==> config.mk <==
export PLATFORM = sky130hd
export DESIGN_NAME = btb_jump_update_ctrl
export DESIGN_NICKNAME = d
export VERILOG_FILES = /design/src/rtl/btb_pkg.sv /design/src/rtl/btb_upd_fifo.sv /design/src/rtl/btb_jump_update_ctrl.sv
export SDC_FILE = /design/constraint.sdc
export NUM_CORES = 1
export LEC_CHECK = 0
export CAP_MARGIN = 15
export CORE_UTILIZATION = 50
export DETAILED_ROUTE_END_ITERATION = 8
export HOLD_SLACK_MARGIN = 0.1
export MAX_ROUTING_LAYER = met4
export PLACE_DENSITY = 0.76
export SYNTH_ARGS = -nofsm -noshare
export SYNTH_HDL_FRONTEND = slang
export SYNTH_SLANG_ARGS = --single-unit
export TNS_END_PERCENT = 1
==> constraint.sdc <==
create_clock -name clk -period 3.5 [get_ports clk]
set_input_delay 0.875 -clock clk [delete_from_list [all_inputs] [get_ports clk]]
set_output_delay 0.875 -clock clk [all_outputs]
set_load 0.05 [all_outputs]
==> src/rtl/btb_pkg.sv <==
// Shared definitions for the BTB jump write-back path: widths, entry layout,
// controller state encoding and jump-target formation.
package btb_pkg;

  localparam int unsigned BTB_IDX_W = 4;
  localparam int unsigned BTB_TAG_W = 26;
  localparam int unsigned PC_W      = 32;
  localparam int unsigned JIDX_W    = 26;

  // One queued BTB write: set index, tag and the target to store.
  typedef struct packed {
    logic [BTB_IDX_W-1:0] idx;
    logic [BTB_TAG_W-1:0] tag;
    logic [PC_W-1:0]      target;
  } btb_entry_t;

  typedef enum logic {
    IDLE = 1'b0,
    REQ  = 1'b1
  } upd_state_t;

  // J/JAL target: upper nibble of the delay-slot PC, instr_index, word aligned.
  function automatic logic [PC_W-1:0] jump_target(input logic [PC_W-1:0]   pc,
                                                  input logic [JIDX_W-1:0] instr_index);
    logic [PC_W-1:0] pc4;
    pc4 = pc + 32'd4;
    return {pc4[31:28], instr_index, 2'b00};
  endfunction

endpackage

==> src/rtl/btb_upd_fifo.sv <==
// Synchronous FIFO holding pending BTB write-backs. Besides push/pop it offers
// a flush, an in-place overwrite of the tail entry, and a look-ahead of the
// entry that will sit at the head after the coming clock edge.
module btb_upd_fifo #(
  parameter int unsigned DEPTH = 4,
  parameter int unsigned W     = 62
) (
  input  logic                     clk,
  input  logic                     rst_n,
  input  logic                     flush,
  input  logic                     push,
  input  logic                     ovr,
  input  logic [W-1:0]             din,
  input  logic                     pop,
  output logic                     full,
  output logic [$clog2(DEPTH):0]   count,
  output logic [$clog2(DEPTH):0]   count_nxt,
  output logic [W-1:0]             head_nxt,
  output logic [W-1:0]             tail
);

  localparam int unsigned PW = $clog2(DEPTH);
  localparam int unsigned CW = PW + 1;

  logic [W-1:0]  mem [DEPTH];
  logic [PW-1:0] wr_ptr;
  logic [PW-1:0] rd_ptr;
  logic [PW-1:0] wr_addr;
  logic [PW-1:0] rd_nxt;
  logic          wr_en;

  assign full    = (count == CW'(DEPTH));
  assign wr_addr = ovr ? (wr_ptr - PW'(1)) : wr_ptr;
  assign wr_en   = (push || ovr) && !flush;
  assign rd_nxt  = rd_ptr + PW'(pop);
  assign tail    = mem[wr_ptr - PW'(1)];

  // Post-edge occupancy; flush empties the queue regardless of push/pop.
  always_comb begin
    count_nxt = count;
    if (flush) count_nxt = '0;
    else       count_nxt = count + CW'(push) - CW'(pop);
  end

  // Head after this edge, forwarding a same-edge write into that slot so the
  // consumer can register it without waiting a cycle.
  always_comb begin
    head_nxt = mem[rd_nxt];
    if (wr_en && (wr_addr == rd_nxt)) head_nxt = din;
  end

  // Entry storage; no reset needed since pointers qualify validity.
  always_ff @(posedge clk) begin
    if (wr_en) mem[wr_addr] <= din;
  end

  // Pointer and occupancy update.
  always_ff @(posedge clk or negedge rst_n) begin
    if (!rst_n) begin
      wr_ptr <= '0;
      rd_ptr <= '0;
      count  <= '0;
    end else if (flush) begin
      wr_ptr <= '0;
      rd_ptr <= '0;
      count  <= '0;
    end else begin
      if (push) wr_ptr <= wr_ptr + PW'(1);
      if (pop)  rd_ptr <= rd_ptr + PW'(1);
      count <= count_nxt;
    end
  end

endmodule

==> src/rtl/btb_jump_update_ctrl.sv <==
// BTB write-back scheduler for resolved J/JAL instructions. Forms the jump
// target, queues {idx, tag, target} and requests the shared BTB write port,
// yielding to fetch reads via btb_wr_gnt.
// Optional macro BTB_UPD_COALESCE_EN: an update matching the not-yet-issued
// tail entry overwrites that entry instead of taking a new slot.
module btb_jump_update_ctrl
  import btb_pkg::*;
#(
  parameter int unsigned DEPTH = 4,
  parameter int unsigned IDX_W = 4,
  parameter int unsigned TAG_W = 26
) (
  input  logic                     clk,
  input  logic                     rst_n,
  input  logic                     upd_valid,
  output logic                     upd_ready,
  input  logic [31:0]              upd_pc,
  input  logic [25:0]              upd_instr_index,
  input  logic                     flush,
  output logic                     btb_wr_req,
  input  logic                     btb_wr_gnt,
  output logic [IDX_W-1:0]         btb_wr_idx,
  output logic [TAG_W-1:0]         btb_wr_tag,
  output logic [31:0]              btb_wr_target,
  output logic [$clog2(DEPTH):0]   count
);

  localparam int unsigned CW = $clog2(DEPTH) + 1;
  localparam int unsigned EW = IDX_W + TAG_W + PC_W;

  upd_state_t       state;
  logic [IDX_W-1:0] in_idx;
  logic [TAG_W-1:0] in_tag;
  logic [31:0]      in_target;
  logic [EW-1:0]    din;
  logic [EW-1:0]    head_nxt;
  logic [EW-1:0]    tail;
  logic [CW-1:0]    count_nxt;
  logic             full;
  logic             accept;
  logic             coal;
  logic             push;
  logic             pop;

  assign upd_ready = (count != CW'(DEPTH));
  assign in_idx    = upd_pc[IDX_W+1:2];
  assign in_tag    = upd_pc[31:IDX_W+2];
  assign in_target = jump_target(upd_pc, upd_instr_index);
  assign din       = {in_idx, in_tag, in_target};
  assign accept    = upd_valid && upd_ready && !flush;
  assign pop       = btb_wr_req && btb_wr_gnt;

`ifdef BTB_UPD_COALESCE_EN
  // A head granted this edge has issued, so it is no longer a merge target.
  assign coal = accept && (count != '0) && !(pop && (count == CW'(1)))
             && (tail[EW-1:PC_W] == {in_idx, in_tag});
`else
  logic unused_tail;
  assign unused_tail = ^tail;
  assign coal        = 1'b0;
`endif

  assign push = accept && !coal;

  btb_upd_fifo #(
    .DEPTH (DEPTH),
    .W     (EW)
  ) u_fifo (
    .clk       (clk),
    .rst_n     (rst_n),
    .flush     (flush),
    .push      (push),
    .ovr       (coal),
    .din       (din),
    .pop       (pop),
    .full      (full),
    .count     (count),
    .count_nxt (count_nxt),
    .head_nxt  (head_nxt),
    .tail      (tail)
  );

  // Write-port FSM with registered request and payload. Reloading from the
  // FIFO look-ahead every REQ cycle covers hold, retire-and-advance and
  // in-place payload updates with one path.
  always_ff @(posedge clk or negedge rst_n) begin
    if (!rst_n) begin
      state         <= IDLE;
      btb_wr_req    <= 1'b0;
      btb_wr_idx    <= '0;
      btb_wr_tag    <= '0;
      btb_wr_target <= '0;
    end else if (flush) begin
      state         <= IDLE;
      btb_wr_req    <= 1'b0;
      btb_wr_idx    <= '0;
      btb_wr_tag    <= '0;
      btb_wr_target <= '0;
    end else begin
      case (state)
        IDLE: begin
          if (count != '0) begin
            state      <= REQ;
            btb_wr_req <= 1'b1;
            {btb_wr_idx, btb_wr_tag, btb_wr_target} <= head_nxt;
          end
        end
        REQ: begin
          if (count_nxt != '0) begin
            btb_wr_req <= 1'b1;
            {btb_wr_idx, btb_wr_tag, btb_wr_target} <= head_nxt;
          end else begin
            state      <= IDLE;
            btb_wr_req <= 1'b0;
          end
        end
      endcase
    end
  end

endmodule

[After elaboration in Yosys (flattened, before gate mapping)]
Memories as Yosys holds them, arrays and structs flattened.
Cells that the tools add are included.
Storage, ports and cells
  flip-flop bits (word level): 71
  RAM bits: 240
  bits of input ports: 63
  output and inout port bits: 67
  memories kept: 1
Operators by class
  add/subtract/negate cells: 6
  equal/unequal tests: 4
  muxes and demuxes: 28
  bitwise operators: 1
  reduce and logical (&&, ||, !) cells: 11
Memory list
  u_fifo.mem: words 4, bits a word 60, rd ports 1, clocked after Yosys merged registers in 0, wr ports 1, RTL line btb_upd_fifo.sv:25  | logic [W-1:0] mem [DEPTH];
Operators with widths (count)
  $mux W32: 3
  $mux W26: 3
  $pmux W32 S2: 1
  $mux W62: 1
  $pmux W26 S2: 1
  $add A32 B3 Y32 const B: 1
  $mux W4: 3
  $mux W2: 4
  $pmux W4 S2: 1
  $mux W1: 7
  $mux W3: 2
  $ne A3 B3 Y1 const B: 2
  $reduce_bool A3 Y1: 2
  $logic_and A1 B1 Y1: 5
  $add A2 B1 Y2 const B: 2
  $pmux W1 S2: 2
  $reduce_bool A2 Y1: 2
  $add A3 B1 Y3: 1
  $ne A3 B2 Y1 const B: 1
  $sub A3 B1 Y3: 1
  $add A2 B1 Y2: 1
  $eq A2 B2 Y1: 1
  $reduce_and A2 Y1: 1
  $logic_not A1 Y1: 1
  $not A1 Y1: 1

[Logic depth before layout (Yosys ltp)]
Gate-level depths: netlist of run 1.
  depth in word-level cells: 10
  mapped depth: 13
  depth with buffers taken out: 11

[By module]
Synthesis of run 1 repeated with hierarchy kept, for this count alone.
Unflattened totals
  cell total of the unflattened synthesis: 911
  area, all modules: 14866.8 µm²
Modules (own cells, without submodules)
  btb_upd_fifo: times used 1, cells an instance 743, area each 12366.9 µm², sequential area each 7622.3 µm²
  btb_jump_update_ctrl: times used 1, cells an instance 168, area each 2499.9 µm², sequential area each 1601.5 µm²

[Worst setup path after synthesis of run 1]
No wires, ideal clock.
  path kind: register to register
  from: reg u_fifo.count[1]
  to: reg btb_wr_target[31]
  setup time: 0.125 ns
  arrival time: 3.117 ns
  setup slack: 0.258 ns
  cell stages (with the launch flop): 14
  buffers on the path: 2
  period minus slack after synthesis: 3.242 ns
  path through: dfrtp_1 or3b_1 clkbuf_2 nand2_1 nor2_1 ha_1 inv_1 fa_1 xor3_2 o31a_4 buf_6 and4_1 a31oi_1 o21ai_1
Between the ends
  longest elaborated chain between the ends: 9
  elaborated cells between the ends (all ways): 18
Ends and longest elaborated chain
  from (decl): RTL line btb_upd_fifo.sv:16  | output logic [$clog2(DEPTH):0] count,
  from (signal assigned): RTL line btb_upd_fifo.sv:70  | count <= count_nxt;
  $ne A3 B3 Y1 *: RTL line btb_jump_update_ctrl.sv:45  | assign upd_ready = (count != CW'(DEPTH));
  named net upd_ready: RTL line btb_jump_update_ctrl.sv:16  | output logic upd_ready,
  $logic_and A1 B1 Y1 * (2 in a row): RTL line btb_jump_update_ctrl.sv:50  | assign accept = upd_valid && upd_ready && !flush;
  $add A3 B1 Y3 or $logic_and A1 B1 Y1 (tied branches): RTL line btb_upd_fifo.sv:42, btb_upd_fifo.sv:34
  $sub A3 B1 Y3 or $logic_and A1 B1 Y1 (tied branches): RTL line btb_upd_fifo.sv:42, btb_upd_fifo.sv:49
  $mux W3 or $mux W62 (tied branches): RTL line btb_upd_fifo.sv:41, btb_upd_fifo.sv:49
  $reduce_bool A3 Y1, or another cell as far along: RTL line btb_jump_update_ctrl.sv:109  | if (count_nxt != '0) begin
  $ne A3 B2 Y1 (no line) or $pmux W32 S2 (tied branches)
  $reduce_and A2 Y1 (no line) or $mux W32 (tied branches)
  to (signal assigned): RTL line btb_jump_update_ctrl.sv:105  | {btb_wr_idx, btb_wr_tag, btb_wr_target} <= head_nxt;
  to (signal assigned): RTL line btb_jump_update_ctrl.sv:111  | {btb_wr_idx, btb_wr_tag, btb_wr_target} <= head_nxt;
  to (decl): RTL line btb_jump_update_ctrl.sv:24  | output logic [31:0] btb_wr_target,
The timed path passes the listed nets; every way through them passes the cells marked *. The select of a mux whose other input is x is not followed.
A chain may end at the register's enable or synchronous reset.

[Worst setup path after layout of run 1]
  from: reg u_fifo.count[1]
  to: out upd_ready
Between the ends
  longest elaborated chain between the ends: 1
Ends and longest elaborated chain (RTL line)
  $ne A3 B3 Y1: btb_jump_update_ctrl.sv:45
  to (decl): btb_jump_update_ctrl.sv:16
No other way between the ends.

==> impl.org, run 1 <==
** Clocking
- TritonCTS clock tree :: built
- Resized cells post-CTS :: 0
- Clock buffers created by TritonCTS :: 30
- In this run the number of H-tree levels came out at 1.
- Maximum number of buffers from clock root to sink :: 3
- The tree is rooted in a sky130_fd_sc_hd__clkbuf_16.
- Postcts setup bufs :: 0
- The tree built by TritonCTS fans out to 309 sinks.
- After clock tree synthesis, the clock-pin slew on the worst setup and hold paths is 0.06 ns.
- Clock latency on the worst-skew pair, taken at its later pin, is 0.56 ns.
- For this design, the CTS-stage hold fixing added 0 buffers.

** Global routing
- Entering global routing, the biggest net connects 70 pins.
- Wire length of the first global-routing pass :: 42.59 mm
- The number of global-route vias before repair is 7580.
- After global routing the overflow that remains totals 0.
- Global Route Usage Sum :: 23.73%
- Number of antenna violations at the first check in global routing :: 0

** Finish
- Sequential cell area :: ~8900 sq um
- Layout net count :: 944
- The number of antenna diodes in the final layout is 0.
- In the final layout, the share of cells above drive strength 1 is between 15 and 20%.
- Area growth from synthesis to layout :: 24.31%
- Fill cells in the final layout number around 1700.
- In the final layout, the multi-input gates occupy just over 3000 sq um.

** Place
- HPWL after detailed placement :: 16.76 mm
- The congestion estimate from routability-driven global placement came to 0.7613.
- Port buffering added 125 buffers.
- Worst slack at placement :: -0.1938 ns

** STA
- Maximum achievable frequency :: 318.0 MHz
- The clock arrives with about 0.013 ns of skew.
- Total negative slack :: 0 ns
- Worst slew pin tran :: about 1.0 ns
- Worst-case setup margin in the final layout :: ~0.36 ns
- Measured against its own limit, the worst slew margin works out to 30.29%.
- The max-slew violation count is 0.
- Fin crit period :: 3.145 ns
- Setup violations remaining at the end of the flow were counted as 0.
- Setup repair after global routing missed its margin :: false
- The final count of hold timing violations came to 0.
- The final critical path takes up roughly nine tenths of the cycle.

** Logic synthesis
- The commonest cells after synthesis are sky130_fd_sc_hd__edfxtp_1, sky130_fd_sc_hd__a21oi_1, sky130_fd_sc_hd__dfrtp_1, sky130_fd_sc_hd__nand2_1, sky130_fd_sc_hd__mux4_2.
- Summed over all instances, the cell type with the most area after synthesis is sky130_fd_sc_hd__edfxtp_1.
- Sequential-to-total area share from yosys stat :: 73.18%
- Post-synthesis instance area :: about 12000 sq um
- In the synthesized netlist, the number of instances is 724.
- Most common cell in the netlist :: sky130_fd_sc_hd__edfxtp_1
- Flip-flop cell with the highest count after synthesis :: sky130_fd_sc_hd__edfxtp_1
- The number of different library cells used by synthesis comes to 41.
- Yosys mapped a number of flops with a built-in enable equal to 240.
- Cells taking the most area after synthesis :: sky130_fd_sc_hd__edfxtp_1, sky130_fd_sc_hd__dfrtp_1, sky130_fd_sc_hd__mux4_2
- Mean area per synthesized cell :: 16.86 sq um
- Synthesis inferred 309 register bits.
- Async set-or-reset flop fraction in the synthesized netlist :: 22.33%
- The top cell type by area accounts for between 50% and 60% of the synthesized area.
- Yosys printed 0 warnings.

** Worst setup path
- Traced cell by cell, the critical path runs through or3b_1 -> clkdlybuf4s50_1.
- Critical-path cell with the highest stage delay :: sky130_fd_sc_hd__clkdlybuf4s50_1
- The critical path in this run is classified as reg -> out.
- Delay of the slowest critical-path stage :: 0.76 ns
- The worst setup path is launched from a flop.
- Across all register-to-register paths, the minimum setup slack is 0.53 ns.
- In this run the critical register-to-register path is launched from u_fifo.count[1].
- Data required time at the worst endpoint :: roughly 2.6 ns
- Worst Path Buf+Inv :: 1
- Measured in cells, the most critical reg-to-reg path has a length of 13.
- Capture point of the worst reg-to-reg path :: btb_wr_tag[10]
- In this run the worst path has a maximum fanout of 8.
- CP Capture Type :: output pin
- Data arrival time of the critical path :: 2.27 ns
- Largest delay share family, worst path :: buffers and inverters

** Pwr
- Summed over all nets, the switching power comes to between 4 and 5 mW.
- Internal power :: 8.559 mW
- Leak :: 5.356 nW
- VDD sags by at most between 0.6 and 0.7 mV.
- The share of total power dissipated in the clock network is 25.5%.
- Of the total power, combinational logic draws 39.0%.
- In this run switching power makes up 35.22% of total power.
- Share of power burned in registers :: 35.5%
- Pwr per Cell Area :: 870.6 nW/um^2

** Flow run
- Max-cap violations in this run came to 0.

** Routing
- Vias per cell :: 5.850
- In this run the remaining antenna-violating nets after routing total 0.
- Detailed-routing iteration count for the pre-antenna-repair pass :: 5
- DRC violations left :: 0
- Dividing the detail-routed wire length by the instance count gives 22.73 microns.
- In this run, the number of DRC markers left after iteration 0 of detailed routing was ~600.
- For this block, the via count after detailed routing is 7113.
- Wires add up to ~28 mm.

** Hold path
- In this run the worst hold path is classified as in -> async.

** Die
- The die covers 25040 sq um.
- The floorplan step set the die height to approximately 160 microns.
- The floorplan step set the die width to around 160 microns.
- Std cell rows :: 56
- Pin placement for this block handled 130 I/O pins.
- The initial utilization of the core area, before any placement, comes to 51.55%.
- Placeable core region :: 23680 sq um

** Outcome
- Result of the run :: complete, no violations
[layout by cell type, fill, tap and decap left out, types with 13 or more instances in the layout]
cell type	synthesis	layout
sky130_fd_sc_hd__o21ai_0	56	56
sky130_fd_sc_hd__mux4_2	60	60
sky130_fd_sc_hd__dfrtp_1	69	69
sky130_fd_sc_hd__clkbuf_16	0	30
sky130_fd_sc_hd__edfxtp_1	240	240
sky130_fd_sc_hd__a21oi_1	113	113
sky130_fd_sc_hd__nand2_1	64	64
sky130_fd_sc_hd__clkdlybuf4s50_1	0	124
sky130_fd_sc_hd__buf_12	0	13
sky130_fd_sc_hd__buf_4	9	26
[power by group through the flow]
stage | combinational (mW) | clock (mW) | sequential, mW
after floorplan | 2.36 | 0 | 5.65
after global placement | 5.03 | 0 | 4.74
after detailed placement | 5.15 | 0 | 4.75
after CTS | 5.19 | 3.42 | 4.69
after global routing | 5.54 | 3.55 | 4.73
final | 5.16 | 3.37 | 4.69
[per-layer routing]
layer	track usage, %	part of all wire, %
met1	29.48	39
met2	40.08	52
met4	6.777	2.0
met3	4.355	7.2
met5	-	0
[sequential cells by signal, indices dropped and copies added (netlist names)]
signal and count:
u_fifo.mem 240, btb_wr_target 30, u_fifo.wr_ptr 2, btb_wr_req 1, state 1, btb_wr_tag 26, u_fifo.count 3, u_fifo.rd_ptr 2
btb_wr_idx 4
[through the flow]
step | hold slack [ns] | area (sq um) | power (mW) | util, % | std cells
after floorplan | 0.5367 | 12210 | 8.009 | - | 725
after global placement | 0.5478 | 14120 | 9.775 | 59.63 | 1160
after detailed placement | 0.5564 | 14120 | 9.907 | 59.63 | 1160
after CTS | 0.5368 | 15180 | 13.30 | 64.08 | 1216
after global routing | 0.5663 | 15180 | 13.81 | 64.08 | 1216
final | 0.5029 | 15180 | 13.21 | 64.08 | 1216
[how the worst max path moves through the flow]
| stage | startpoint | endpoint | slack, ns | depth (start not counted) |
|---|---|---|---|---|
| after CTS | u_fifo.count[1] | upd_ready | 0.33 | 2 |
| final | u_fifo.count[1] | upd_ready | 0.36 | 2 |
| after global routing | btb_wr_gnt | btb_wr_tag[10] | 0.26 | 14 |
| after detailed placement | btb_wr_gnt | btb_wr_target[13] | -0.19 | 14 |
| after floorplan | u_fifo.count[1] | btb_wr_target[31] | 0.26 | 13 |
| after global placement | btb_wr_gnt | btb_wr_target[28] | -0.09 | 12 |
[worst reg2reg max path, cell delays in order (launching register included)]
cell and delay [ns]:
sky130_fd_sc_hd__dfrtp_1 0.44, sky130_fd_sc_hd__or3b_1 0.53, sky130_fd_sc_hd__nand2_1 0.16, sky130_fd_sc_hd__nor2_1 0.05
sky130_fd_sc_hd__ha_1 0.17, sky130_fd_sc_hd__inv_1 0.07, sky130_fd_sc_hd__fa_1 0.17, sky130_fd_sc_hd__xor3_2 0.29
sky130_fd_sc_hd__buf_4 0.16, sky130_fd_sc_hd__o31ai_4 0.24, sky130_fd_sc_hd__buf_12 0.21, sky130_fd_sc_hd__buf_12 0.15
sky130_fd_sc_hd__a21oi_1 0.06, sky130_fd_sc_hd__a21oi_1 0.19
[cell type report]
cell class / count / share of cell area (%)
repair buffers: 163 / 11.18
flip-flops and latches: 309 / 58.87
clock buffers: 34 / 5.244
multi-input cells: 362 / 20.21
well taps: 319 / 2.630
inverters: 7 / 0.1731
clock inverters: 22 / 1.698
[cell families after synthesis]
group / after synthesis / share of synthesized area [%]
muxes: 60 / 11.07
and+or+nand+nor: 101 / 3.761
adders and majority gates: 8 / 0.8814
other: 1 / 0.03072
AOI/OAI and AO/OA: 180 / 7.851
DFF: 309 / 73.18
xor gates and xnor gates: 11 / 1.035
buffers and inverters: 54 / 2.193
No activity file was read; power rests on OpenSTA's default activity.
==> run 2: changes to the inputs <==
CORE_MARGIN = 3   (was unset)
==> run 2 against run 1 <==
Net effect:
- count of clock-buffer cells in the layout up 5
- clock skew fell by 0.0019 ns
- critical path depth is the same
- total power is 2.0% lower
- combinational power decreased by 3%
- routed wire length shrank 1.5%
- utilization fell by 0.38 points
- die area is 5.1% higher
- global-route usage decreased by 2.1 points
- sequential share of layout area grew 0.18 points
- cell area down 0.31%
- largest power group unchanged
==> impl.org, run 2 (same netlist as run 1, synthesis figures left out) <==
** Routing
- Dividing the detail-routed wire length by the instance count gives 22.33 microns.
- For this run, the detailed router's first-pass iteration total came to 5.
- The routed layout has around 7100 vias.
- DRC violations left :: 0
- In this run the remaining antenna-violating nets after routing total 0.
- The final layout contains routed wiring with a total length of 27.24 mm.
- In the routed layout, each cell is associated on average with a via count of 5.833.
- DRT iter0 DRCs :: 579

** Global routing
- Number of antenna violations at the first check in global routing :: 0
- Remaining global-route overflow :: 0
- The first global-routing pass estimated 43.08 mm of wire.
- The number of global-route vias before repair came to about 7500.
- Entering global routing, the biggest net connects 70 pins.
- Global Route Usage Sum :: 21.59%

** Pwr
- For this design the ratio of total power to cell area is 855.5 nW/um^2.
- Leak :: 5.350 nW
- Across the VDD grid, the largest voltage drop is ~0.48 mV.

** Finish
- Proportion of layout cells with a drive suffix above 1 :: 18.53%
- Leaving out fill and tap cells, the most frequent cell in the layout is sky130_fd_sc_hd__edfxtp_1.
- The largest registers in the layout are u_fifo.mem (240), btb_wr_target (30), btb_wr_tag (26).
- Filler cell count in the final layout :: 1642
- Layout net count :: 948
- Largest register by flop count :: u_fifo.mem
- For this run, the share of the core covered by cells in the final layout is roughly 64%.
- Most used cells in the layout excluding fill and tap cells :: sky130_fd_sc_hd__edfxtp_1, sky130_fd_sc_hd__clkdlybuf4s50_1, sky130_fd_sc_hd__a21oi_1
- Flip-flop count of the largest register, all copies and words added :: 240
- Count of inserted antenna diode cells :: 0
- The area growth from synthesis to layout is 23.93%.

** Worst setup path
- Among cell families on the critical path, the largest total delay comes from buffers and inverters.
- Crit Path Category :: reg -> out
- Critical Path Start :: u_fifo.count[1]
- For the worst flop-to-flop path, the logic depth is 12.
- The largest single stage delay on the critical path is 0.76 ns.
- Data arrives at the worst endpoint at 2.27 ns.
- Crit-path cells :: or3b_1 -> clkdlybuf4s50_1
- Critical path depth in cells :: 2
- The worst setup path is launched from a flop.
- Critical-path cell with the highest stage delay :: sky130_fd_sc_hd__clkdlybuf4s50_1
- Data on the critical path is required at its endpoint by 2.62 ns.
- CP endpoint :: upd_ready
- The worst register-to-register path begins at u_fifo.count[1].
- The worst setup path is captured at an output pin.
- Together, buffers and inverters on the worst path number 1.
- Worst-path maximum fanout :: 8
- The worst register-to-register path ends at btb_wr_target[23].
- Setup slack on the worst flop-to-flop path :: 0.50 ns

** STA
- Measured against its own limit, the worst slew margin works out to a little under a third.
- Setup repair after global routing missed its margin :: false
- Of the available clock period, the critical path in the final layout requires around nine tenths.
- The final count of hold timing violations came to 0.
- Setup total negative slack on the finished layout was measured at 0 ns.
- Worst clock skew on the final layout :: 0.01147 ns
- At the pin with the least slew margin, the transition time is 1.026 ns.
- Static timing analysis puts the maximum clock frequency at 317.7 MHz.
- For the finished layout, the period the worst path requires is 3.147 ns.
- Slew Limit Fails :: 0
- Endpoints failing setup :: 0

** Clocking
- The later pin in the worst-skew pair is clocked with a latency of 0.54 ns.
- Once the clock tree was built, the resizer swapped 0 gates to a different size.
- Postcts setup bufs :: 0
- After clock tree synthesis, the clock-pin slew on the worst setup and hold paths is about 0.060 ns.
- CTS Root Cell :: sky130_fd_sc_hd__clkbuf_16
- Number of H-tree levels :: 1
- Hold repair after CTS inserted 0 buffers.
- No sink is reached through more buffers than the 3 on the longest clock path.
- TritonCTS clock tree :: built
- Clock buffers created by TritonCTS :: 31
- For this design, the sink count on the clock tree is 309.

** Die
- Vert. Die Dim :: 162.3 microns
- Die ar. :: 26330 sq um
- The region available for standard cell placement spans about 24000 sq um.
- The die is 162.3 microns wide.
- Once the floorplan was initialized, standard cells occupied 51.40% of the core.
- The floorplan has 56 rows.
- Pin placement for this block handled 130 I/O pins.

** Flow run
- Max-cap viol count :: 0

** Place
- Global placer's final weighted congestion :: roughly 0.78
- HPWL after detailed placement :: roughly 17 mm
- Buffers on Ports :: 125

** Outcome
- Result of the run :: complete, no violations

** Hold path
- The path class of the tightest hold or removal check is in -> async.
==> run 2: how the worst min path moves through the flow <==
stage	end	from	cells past startpoint
after floorplan	u_fifo.rd_ptr[0]	u_fifo.rd_ptr[0]	2
after global placement	btb_wr_target[10]	btb_wr_target[10]	2
after detailed placement	btb_wr_tag[12]	btb_wr_tag[12]	2
after CTS	btb_wr_target[27]	rst_n	1
after global routing	btb_wr_target[20]	rst_n	1
final	btb_wr_target[27]	rst_n	1
==> run 2: layer usage <==
layer	global-route usage, %	wire length (microns)
met5	-	0
met4	5.235	597
met3	3.749	1945
met2	34.61	13310
met1	29.43	11390
==> run 2: stage by stage <==
| stage | instances | total power [mW] | hold slack (ns) | setup slack [ns] | cell area, sq um |
|---|---|---|---|---|---|
| after floorplan | 725 | 8.009 | 0.5367 | 0.2577 | 12210 |
| after CTS | 1220 | 13.04 | 0.5319 | 0.3220 | 15130 |
| after global placement | 1163 | 9.665 | 0.5494 | -0.09095 | 14110 |
| final | 1220 | 12.94 | 0.5114 | 0.3528 | 15130 |
| after detailed placement | 1163 | 9.759 | 0.5528 | -0.1884 | 14110 |
| after global routing | 1220 | 13.58 | 0.5677 | 0.2434 | 15130 |
==> run 2: layout make-up <==
cell class,count,area [sq um],area share [%]
Sequential cell,309,8934,59.05
Tap cell,319,399.1,2.638
Multi-Input combinational cell,362,3067,20.27
Timing Repair Buffer,166,1682,11.11
Clock inverter,18,153.9,1.017
Clock buffer,39,868.3,5.739
Inverter,7,26.28,0.1737
==> run 2: power by group <==
part | total (mW) | leakage, nW | switching, mW | internal, mW
sequential | 4.68 | 3.07 | 0.237 | 4.44
combinational | 5.00 | 1.77 | 3.01 | 2.00
clock | 3.26 | 0.507 | 1.35 | 1.90
